<file path="src/rtl/reset_seq_pkg.sv">
// reset_seq_pkg
//   Shared types and constants for the reset sequencer slice.
//   state_t : FSM encoding (HOLD=0, STAGE=1, RUN=2)
//   EVT_W   : width of the saturating re-reset event counter
package reset_seq_pkg;

  localparam int EVT_W = 8;

  typedef enum logic [1:0] {
    HOLD  = 2'd0,
    STAGE = 2'd1,
    RUN   = 2'd2
  } state_t;

endpackage

</file>
<file path="src/rtl/reset_req_sync.sv">
// reset_req_sync
//   Multi-flop bit synchroniser for one asynchronous reset-request level.
//   clk : sampling clock
//   rst : synchronous, active-high clear of every stage
//   d   : asynchronous input level
//   q   : synchronised level, STAGES edges after d
module reset_req_sync #(
  parameter int STAGES = 2
) (
  input  logic clk,
  input  logic rst,
  input  logic d,
  output logic q
);

  logic [STAGES-1:0] sync;

  always_ff @(posedge clk) begin
    if (rst) begin
      sync <= '0;
    end else begin
      sync <= {sync[STAGES-2:0], d};
    end
  end

  assign q = sync[STAGES-1];

endmodule

</file>
<file path="src/rtl/reset_sequencer.sv">
// reset_sequencer
//   Multi-channel reset generator. Holds all active-low outputs low for
//   HOLD_CYCLES cycles, then releases channel 0..NCH-1 one at a time,
//   STAGE_GAP cycles apart. Any request re-enters the hold.
//   CLK       : sole clock
//   RST       : synchronous, active-high reset
//   REQ       : asynchronous reset-request levels (synchronised here)
//   SW_REQ    : CLK-domain single-cycle reset request
//   OUT_RST_N : sequenced active-low resets, bit k released k-th
//   DONE      : all channels released
//   EVENT_CNT : saturating count of requests taken outside HOLD
//
//   state | meaning
//   HOLD  | all outputs low, counting out the hold time
//   STAGE | releasing channels one per STAGE_GAP cycles
//   RUN   | all outputs released, DONE high, waiting for a request
module reset_sequencer
  import reset_seq_pkg::*;
#(
  parameter int NCH         = 4,
  parameter int HOLD_CYCLES = 16,
  parameter int STAGE_GAP   = 4,
  parameter int CNT_W       = 8,
  parameter int NREQ        = 2,
  parameter int SYNC_STAGES = 2
) (
  input  logic             CLK,
  input  logic             RST,
  input  logic [NREQ-1:0]  REQ,
  input  logic             SW_REQ,
  output logic [NCH-1:0]   OUT_RST_N,
  output logic             DONE,
  output logic [EVT_W-1:0] EVENT_CNT
);

  if (NCH < 1) begin : g_chk_nch
    $error("reset_sequencer: NCH must be >= 1");
  end
  if (HOLD_CYCLES < 1 || HOLD_CYCLES >= 2**CNT_W) begin : g_chk_hold
    $error("reset_sequencer: HOLD_CYCLES must be in [1, 2**CNT_W)");
  end
  if (STAGE_GAP < 1 || STAGE_GAP >= 2**CNT_W) begin : g_chk_gap
    $error("reset_sequencer: STAGE_GAP must be in [1, 2**CNT_W)");
  end
  if (NREQ < 1) begin : g_chk_nreq
    $error("reset_sequencer: NREQ must be >= 1");
  end
  if (SYNC_STAGES < 2) begin : g_chk_sync
    $error("reset_sequencer: SYNC_STAGES must be >= 2");
  end

  localparam int IDX_W = (NCH > 1) ? $clog2(NCH) : 1;
  localparam logic [CNT_W-1:0] HOLD_LAST = CNT_W'(HOLD_CYCLES - 1);
  localparam logic [CNT_W-1:0] GAP_LAST  = CNT_W'(STAGE_GAP - 1);

  logic [NREQ-1:0] req_sync;
  logic            req;

  for (genvar i = 0; i < NREQ; i++) begin : g_sync
    reset_req_sync #(
      .STAGES(SYNC_STAGES)
    ) u_sync (
      .clk(CLK),
      .rst(RST),
      .d  (REQ[i]),
      .q  (req_sync[i])
    );
  end

  assign req = (|req_sync) | SW_REQ;

  state_t             state_q, state_d;
  logic [CNT_W-1:0]   cnt_q, cnt_d;
  logic [IDX_W-1:0]   idx_q, idx_d;
  logic [NCH-1:0]     out_q, out_d;
  logic [EVT_W-1:0]   evt_q, evt_d;

  always_ff @(posedge CLK) begin
    if (RST) begin
      state_q <= HOLD;
      cnt_q   <= '0;
      idx_q   <= '0;
      out_q   <= '0;
      evt_q   <= '0;
    end else begin
      state_q <= state_d;
      cnt_q   <= cnt_d;
      idx_q   <= idx_d;
      out_q   <= out_d;
      evt_q   <= evt_d;
    end
  end

  always_comb begin
    state_d = state_q;
    cnt_d   = cnt_q;
    idx_d   = idx_q;
    out_d   = out_q;
    evt_d   = evt_q;

    if (req) begin
      // A request wins over any release that falls due on the same edge,
      // and a held request keeps the hold counter parked at zero.
      state_d = HOLD;
      cnt_d   = '0;
      idx_d   = '0;
      out_d   = '0;
      if (state_q != HOLD && evt_q != '1) begin
        evt_d = evt_q + 1'b1;
      end
    end else begin
      case (state_q)
        HOLD: begin
          out_d = '0;
          if (cnt_q == HOLD_LAST) begin
            out_d[0] = 1'b1;
            cnt_d    = '0;
            idx_d    = '0;
            state_d  = (NCH == 1) ? RUN : STAGE;
          end else begin
            cnt_d = cnt_q + 1'b1;
          end
        end
        STAGE: begin
          if (cnt_q == GAP_LAST) begin
            cnt_d = '0;
            idx_d = idx_q + 1'b1;
            for (int k = 1; k < NCH; k++) begin
              if (k == int'(idx_q) + 1) begin
                out_d[k] = 1'b1;
              end
            end
            if (int'(idx_q) == NCH - 2) begin
              state_d = RUN;
            end
          end else begin
            cnt_d = cnt_q + 1'b1;
          end
        end
        RUN: begin
          out_d = '1;
        end
        default: begin
          state_d = HOLD;
          cnt_d   = '0;
          idx_d   = '0;
          out_d   = '0;
        end
      endcase
    end
  end

  assign OUT_RST_N = out_q;
  assign DONE      = (state_q == RUN);
  assign EVENT_CNT = evt_q;

endmodule

</file>
<file path="config.mk">
export PLATFORM = sky130hd
export DESIGN_NAME = reset_sequencer
export DESIGN_NICKNAME = d
export VERILOG_FILES = /design/src/rtl/reset_seq_pkg.sv /design/src/rtl/reset_req_sync.sv /design/src/rtl/reset_sequencer.sv
export SDC_FILE = /design/constraint.sdc
export NUM_CORES = 1
export LEC_CHECK = 0
export CORE_UTILIZATION = 40
export CTS_CLUSTER_SIZE = 30
export DETAILED_ROUTE_END_ITERATION = 7
export GPL_TIMING_DRIVEN = 0
export PLACE_DENSITY_LB_ADDON = 0.12
export SETUP_SLACK_MARGIN = 0.02
export SYNTH_ARGS = -nofsm -noshare
export SYNTH_HDL_FRONTEND = slang
export SYNTH_HIERARCHICAL = 1
export SYNTH_SLANG_ARGS = --single-unit
</file>
<file path="constraint.sdc">
create_clock -name CLK -period 3.44 [get_ports CLK]
set_input_delay 0.688 -clock CLK [delete_from_list [all_inputs] [get_ports CLK]]
set_output_delay 0.688 -clock CLK [all_outputs]
set_load 0.02 [all_outputs]
</file>
Word level (Yosys, flattened, before mapping)
Cells that the tools add are included.
{"block": "word_totals", "ff_bits": 28, "input_bits": 5}
{"block": "op_classes", "add_sub_neg": 4, "n_eq_ne": 15, "n_mux": 17, "bitwise": 2, "n_reduce_logical": 11}
{"cell": "2-bit by 32-bit equality test with 1-bit output, first input constant", "n": 1}
{"cell": "3-bit by 32-bit equality test with 1-bit output, first input constant", "n": 1}
{"cell": "8-bit case mux with 3 select lines", "n": 1}
{"cell": "8-bit by 1-bit adder with 8-bit output, second input constant", "n": 2}
{"cell": "8-bit 2-to-1 mux", "n": 2}
{"cell": "2-bit != test, second input constant", "n": 6}
{"cell": "2-bit case mux with 3 select lines", "n": 2}
{"cell": "2-bit 2-to-1 mux", "n": 5}
{"cell": "8-bit by 2-bit equality test with 1-bit output, second input constant", "n": 1}
{"cell": "8-bit by 4-bit equality test with 1-bit output, second input constant", "n": 1}
{"cell": "8-bit != test, second input constant", "n": 1}
{"cell": "2-bit AND reduction", "n": 4}
{"cell": "3-bit case mux with 2 select lines", "n": 1}
{"cell": "2-bit equality test, second input constant", "n": 2}
{"cell": "1-bit 2-to-1 mux", "n": 4}
{"cell": "4-bit AND reduction", "n": 1}
{"cell": "2-bit OR reduction", "n": 2}
{"cell": "2-bit by 1-bit adder with 3-bit output, second input constant", "n": 1}
{"cell": "2-bit by 3-bit equality test with 1-bit output, first input constant", "n": 1}
{"cell": "3-bit 2-to-1 mux", "n": 1}
{"cell": "1-bit case mux with 3 select lines", "n": 1}
{"cell": "3-bit AND reduction", "n": 1}
{"cell": "2-bit by 1-bit adder with 2-bit output, second input constant", "n": 1}
{"cell": "2-bit by 1-bit equality test with 1-bit output, second input constant", "n": 1}
{"cell": "5 further kinds", "n": 5}

Longest topological paths before layout
Gate-level depths: netlist (run 1).
{"block": "logic_depth", "ltp_word": 5, "depth_mapped": 7, "ltp_nobuf": 6}

Modules after synthesis
The synthesis (run 1) kept the hierarchy.
{"module": "reset_sequencer", "instances": 1, "cells_per_inst": 154, "area_per_inst_um2": 1381.3}
{"module": "reset_req_sync", "instances": 2, "cells_per_inst": 4, "area_per_inst_um2": 52.6}

Least setup slack after synthesis (run 1)
Ideal clock, no wire load.
{"block": "synth_timing", "kind": "flip-flop to flip-flop", "startpoint": "register evt_q[0], in the netlist EVENT_CNT[0]", "endpoint": "register evt_q[7], in the netlist EVENT_CNT[7]", "setup_time_ps": 71, "arrival_ps": 1902, "required_ps": 3369, "setup_slack_ps": 1467, "stages_incl_launch_ff": 6, "path_buffers": 0, "path_cell_list": "dfxtp_1 > ha_1 > and4_1 > or4b_1 > or4_1 > a21oi_1"}
{"block": "synth_between", "elab_chain_cells": 3}
{"item": "start: declaration", "line_no": "reset_sequencer.sv:76", "source": "logic [EVT_W-1:0] evt_q, evt_d;"}
{"item": "start signal: assignment", "line_no": "reset_sequencer.sv:90", "source": "evt_q <= evt_d;"}
{"item": "branches (longest 3 deep; another with 8-bit by 1-bit adder with 8-bit output)"}
Several ways; the timed one is not identified.
A chain may end at the register's enable or synchronous reset.

Worst setup path in the final report (run 1)
{"block": "layout_timing", "startpoint": "input RST", "endpoint": "register cnt_q[6]"}
{"block": "layout_between", "elab_chain_cells": 1}
{"item": "start: declaration", "line_no": "reset_sequencer.sv:28", "source": "input logic RST,"}
{"item": "2-bit OR reduction (no source line)"}
{"item": "end signal: assignment", "line_no": "reset_sequencer.sv:87", "source": "cnt_q <= cnt_d;"}
{"item": "end: declaration", "line_no": "reset_sequencer.sv:73", "source": "logic [CNT_W-1:0] cnt_q, cnt_d;"}
No other way between the ends.

==> results of run 1 <==
## cell families after synthesis
kind of cell    share of synthesized area [%]
compound gates                           16.7
simple gates                             26.0
fa+ha+maj                                8.42
buf+inv                                  3.79
mux                                      6.23
flops                                    37.7
xor+xnor                                 1.18
## where the power goes
group | internal [mW] | switching [mW]
clock | 0.156 | 0.105
sequential | 0.327 | 0.00151
combinational | 0.00934 | 0.0127
total | 0.492 | 0.119
## worst paths after layout
path                              end                startpoint  depth (start not counted)  slack [ps]
max reg2reg              EVENT_CNT[7]                state_q[0]                          6        1270
min          g_sync[0].u_sync/sync[1]  g_sync[0].u_sync/sync[0]                          1         440
min reg2reg  g_sync[0].u_sync/sync[1]  g_sync[0].u_sync/sync[0]                          1         440
max                          cnt_q[6]                       RST                          5         910
## per-layer routing
metal  wire (um)  GRT usage [%]  vias up  part of all wire [%]
met5           0              0        -                     0
met2        1500           30.2       13                    49
met3          72           3.65        5                   2.4
li1            -              -      635                     -
met4          51           7.27        0                   1.7
met1        1420           19.9      609                    47
## final cells by class
class,instances,area share [%]
multi-input cells,119,48.7
flip-flops and latches,28,31.4
repair buffers,17,9.53
well taps,46,3.22
clock buffers,3,2.31
inverters,11,2.31
clock inverters,1,1.68
plain buffers,4,0.841
## state kept, by name, indices dropped and copies added, names as in the netlist
signal and cells:
OUT_RST_N 4, idx_q 2, cnt_q 8, EVENT_CNT 8, state_q 2, g_sync.u_sync/sync 4
## metrics by stage
step | total power [mW] | setup WS [ps] | hold slack (ps) | utilization, % | cell area, sq um
after global placement | 0.357 | 681 | 416 | 49.8 | 1710
final | 0.611 | 914 | 443 | 51.9 | 1790
after global routing | 0.639 | 743 | 476 | 51.9 | 1790
after detailed placement | 0.358 | 639 | 422 | 49.8 | 1710
after CTS | 0.621 | 916 | 446 | 51.9 | 1790
after floorplan | 0.349 | 1470 | 414 | - | 1490
## worst register-to-register path: cells and delay by family, from the launching register on
family | cells | cell delay (ps)
and+or+nand+nor | 2 | 1050
buffers and inverters | 2 | 300
DFF | 1 | 400
AOI/OAI and AO/OA | 1 | 160
adders and majority gates | 1 | 190
## cells in the mapped netlist, types with 3 or more instances
master     n
a21oi_1    7
a31oi_1    5
a41oi_1    4
clkbuf_1   4
dfxtp_1   28
ha_1      10
inv_1     11
mux2i_1    7
nand2_1   12
nand2b_1   3
nand3_1    5
nand4_1    4
nor2_1    13
nor2b_1    5
o21ai_0    4
o22ai_1    6
==> results.cfg, run 1 <==
[cells_and_area]
finalNetCount = 199
area_growth_pct = 20.1
multiInputGateArea_sq_um = 870
layout_common_cells = 28 x dfxtp_1, 17 x clkdlybuf4s50_1, 13 x nor2_1
area.sequential_sq_um = 561
stdcell_count = 229
diodes = 0
final_common_cell = dfxtp_1
fillers = 336
drive_gt1_share_pct = 8.20

[cts]
cts_made_buffers = 3
cts_tree = built
clkLatencyLatePin_ps = 280
htreeDepth = 1
clk_path_buf_depth = 2
clock_sink_count = 28
cts_setup_buffers = 0
clkTransAtPathRegs_ps = 100
cts_resized = 0
cts_hold_buffers = 0
cts-root-buf = clkbuf_8

[logic_synthesis]
yosysUniqueCellTypes = 42
synth_seq_area_share_pct = 37.7
yosysTopAreaCell = dfxtp_1
synth_warnings = 6
netlist.area_leader.share_pct = 37.7
syn_inst = 162
synthTopCellsByArea = dfxtp_1 38%, ha_1 8.4%, mux2i_1 4.7%, nor2_1 3.3%, nand2_1 3.0%
ys.flop_type = dfxtp_1
synth_seq_cells = 28
syn_area_sq_um = 1490
synth-edff-count = 0
syn-num-nets = 177
async_reset_ff_share_pct = 0
syn_avg_cell_area_sq_um = 9.18

[placed_design]
dp.cells = 225
portBuffers = 17
dp_hpwl_mm = 2.25
place.gp.congestion = 0.739

[route]
vias = 1262
avgRoutedWirePerCell_um = 13.3
drcViolationCount = 0
via_per_inst = 5.51
wl_mm = 3.05
ant_nets = 0
first_pass_iters = 4
drtIter0Drc = 71

[worst_setup_path]
end_kind = register
cpMaxStageDelayCell = nor4_1
crit_fanout = 10
cp_data_arrival_time_ps = 2730
critical_path.max_stage_delay_ps = 760
cp_data_required_time_ps = 3650
cp-start-kind = input pin
path_cells = clkdlybuf4s50_1 -> nor4_1 -> clkbuf_1 -> a41oi_1 -> o22ai_1
crit_type = in -> reg
crit_family = buffers and inverters
critical_path.n_buffers_inverters = 2

[die]
die_x_um = 63.0
initial_core_util_pct = 43.2
core_area_sq_um = 3440
chipHeight_um = 63.0
dieArea_sq_um = 3960
row_count = 21
io_pins = 18

[timing]
setup_viol = 0
max_slew_margin_pct = 36.2
final_hold_viol_count = 0
fmax_mhz = 396
skew_ps = 5.87
period_share_pct = 73.4
worst_pin_slew_ps = 948
slew_violations = 0
finalCriticalPeriod_ps = 2530
tns_ps = 0
rsz0062_at_grt = no

[global_routing]
grt_pass1_wl_mm = 5.49
grt-ovfl-total = 0
grt_pass1_vias = 1277
grt_util_all_layers_pct = 17.2
grt_antenna_before_repair = 0
grt_max_degree = 17

[power]
power_density_nw_per_um2 = 342
p_leak_nw = 0.596
ir_drop_v = 0.000202

[run_status]
outcome = completed

[run]
maxCapViolations = 0

[min_path]
hold_class = reg -> reg
No activity file was read; power rests on OpenSTA's default activity.
==> run 2: changes to the inputs <==
Clock period 3.44 ns to 2.3 ns, I/O delays scaled along.
==> run 2 against run 1 <==
Net effect: count of clock-buffer cells in the layout unchanged; power up 50%; final area up 0.14%; non-clock buffer count down 1; combinational power up 51%; final cell count down 0.44%; global-route usage up 0.077 points; die area unchanged; clock power up 50%; critical endpoint is now DONE; highest routed layer unchanged.
==> results.cfg, run 2 (synthesized netlist as in run 1, its figures left out) <==
[global_routing]
grt-ovfl-total = 0
grt_pass1_vias = 1281
grt_antenna_before_repair = 0
grt_max_degree = 17
grt_util_all_layers_pct = 17.3
grt_pass1_wl_mm = 5.52

[worst_setup_path]
path_cells = inv_1 -> ha_1 -> clkdlybuf4s50_1
critical_path.max_stage_delay_ps = 640
worstReg2RegEnd = EVENT_CNT[7]
cpMaxStageDelayCell = clkdlybuf4s50_1
cp-endpoint = DONE
cp_data_arrival_time_ps = 1620
reg2reg_depth = 5
crit_fanout = 4
rrSetupSlack_ps = 220
cp_data_required_time_ps = 1840
end_kind = output port
cp-start-kind = register
timing.rr.start = state_q[0]
critPathLaunch = state_q[0]
crit_type = reg -> out

[power]
power_density_nw_per_um2 = 512
p_leak_nw = 0.596
p_total_mw = 0.916
ir_drop_v = 0.000304

[timing]
hold_ws_ps = 443
skew_ps = 5.55
worst_pin_slew_ps = 700
finalCriticalPeriod_ps = 2080
rsz0062_at_grt = no
slew_violations = 0
fmax_mhz = 480
final_hold_viol_count = 0
max_slew_margin_pct = 52.1
period_share_pct = 90.6
fin_ws_ps = 216
tns_ps = 0
setup_viol = 0

[min_path]
hold_class = reg -> reg

[route]
first_pass_iters = 4
drtIter0Drc = 77
ant_nets = 0
wl_mm = 3.06
drcViolationCount = 0
avgRoutedWirePerCell_um = 13.4
vias = 1257
via_per_inst = 5.51

[die]
die_x_um = 63.0
io_pins = 18
initial_core_util_pct = 43.2
core_area_sq_um = 3440
row_count = 21
chipHeight_um = 63.0
dieArea_sq_um = 3960

[cells_and_area]
final_common_cell = dfxtp_1
post-route-cell-area_sq_um = 1790
area_growth_pct = 20.3
multiInputGateArea_sq_um = 876
diodes = 0
layout_common_cells = 28 x dfxtp_1, 17 x clkdlybuf4s50_1, 13 x nor2_1
drive_gt1_share_pct = 8.79
area.sequential_sq_um = 561
finalNetCount = 198
fillers = 336

[placed_design]
placedInstanceArea_sq_um = 1710
portBuffers = 17
dp_hpwl_mm = 2.25
place.gp.congestion = 0.739
preCtsSetupSlack_ps = -273

[run_status]
outcome = completed

[cts]
clkLatencyLatePin_ps = 280
cts_tree = built
cts_made_buffers = 3
htreeDepth = 1
cts-root-buf = clkbuf_8
clkTransAtPathRegs_ps = 100
clk_path_buf_depth = 2
cts_hold_buffers = 0
clock_sink_count = 28

[run]
maxCapViolations = 0
==> run 2: cell types whose count changed in the layout (fill, tap and decap cells not counted) <==
cell | before | now
clkbuf_1 | 4 | 3
nor4_1 | 1 | 0
nor4_2 | 0 | 1
==> run 2: metal layers <==
| layer | track usage (%) | vias to the layer above | part of all wire (%) |
|---|---|---|---|
| li1 | - | 634 | - |
| met1 | 20.1 | 604 | 47 |
| met2 | 30.2 | 15 | 49 |
| met3 | 3.65 | 4 | 2.7 |
| met4 | 7.27 | 0 | 1.6 |
| met5 | 0 | - | 0 |
==> run 2: final cells by class <==
| class | instances | area share [%] |
|---|---|---|
| multi-input cells | 119 | 49.0 |
| clock buffers | 3 | 2.31 |
| inverters | 11 | 2.31 |
| plain buffers | 3 | 0.630 |
| flip-flops and latches | 28 | 31.4 |
| well taps | 46 | 3.22 |
| repair buffers | 17 | 9.52 |
| clock inverters | 1 | 1.68 |
==> run 2: worst min path at each step <==
stage / start / to / cells after the start
after floorplan: g_sync[0].u_sync/sync[0] / g_sync[0].u_sync/sync[1] / 1
after global placement: g_sync[0].u_sync/sync[0] / g_sync[0].u_sync/sync[1] / 1
after detailed placement: g_sync[0].u_sync/sync[0] / g_sync[0].u_sync/sync[1] / 1
after CTS: g_sync[0].u_sync/sync[0] / g_sync[0].u_sync/sync[1] / 1
after global routing: g_sync[0].u_sync/sync[0] / g_sync[0].u_sync/sync[1] / 1
final: g_sync[0].u_sync/sync[0] / g_sync[0].u_sync/sync[1] / 1
==> run 2: critical path, delay by kind of cell (launching register included) <==
kind                       cells  cell delay (ps)
DFF                            1              350
adders and majority gates      1              260
buffers and inverters          2              730
==> run 2: stage by stage <==
step,std cells,utilization (%)
final,228,51.9
after detailed placement,225,49.8
after global placement,225,49.8
after global routing,228,51.9
after CTS,229,52.1
after floorplan,162,-
==> run 2: what timing repair did <==
item	in CTS	in global routing
pin swaps	0	0
resized for setup	1	0
setup buffers	0	0
endpoints found under the setup margin	1	1
==> run 2: where the power goes <==
group / switching, mW / total (mW) / internal, mW
sequential: 0.00253 / 0.492 / 0.489
combinational: 0.0190 / 0.0333 / 0.0143
clock: 0.158 / 0.391 / 0.233
total: 0.180 / 0.916 / 0.737
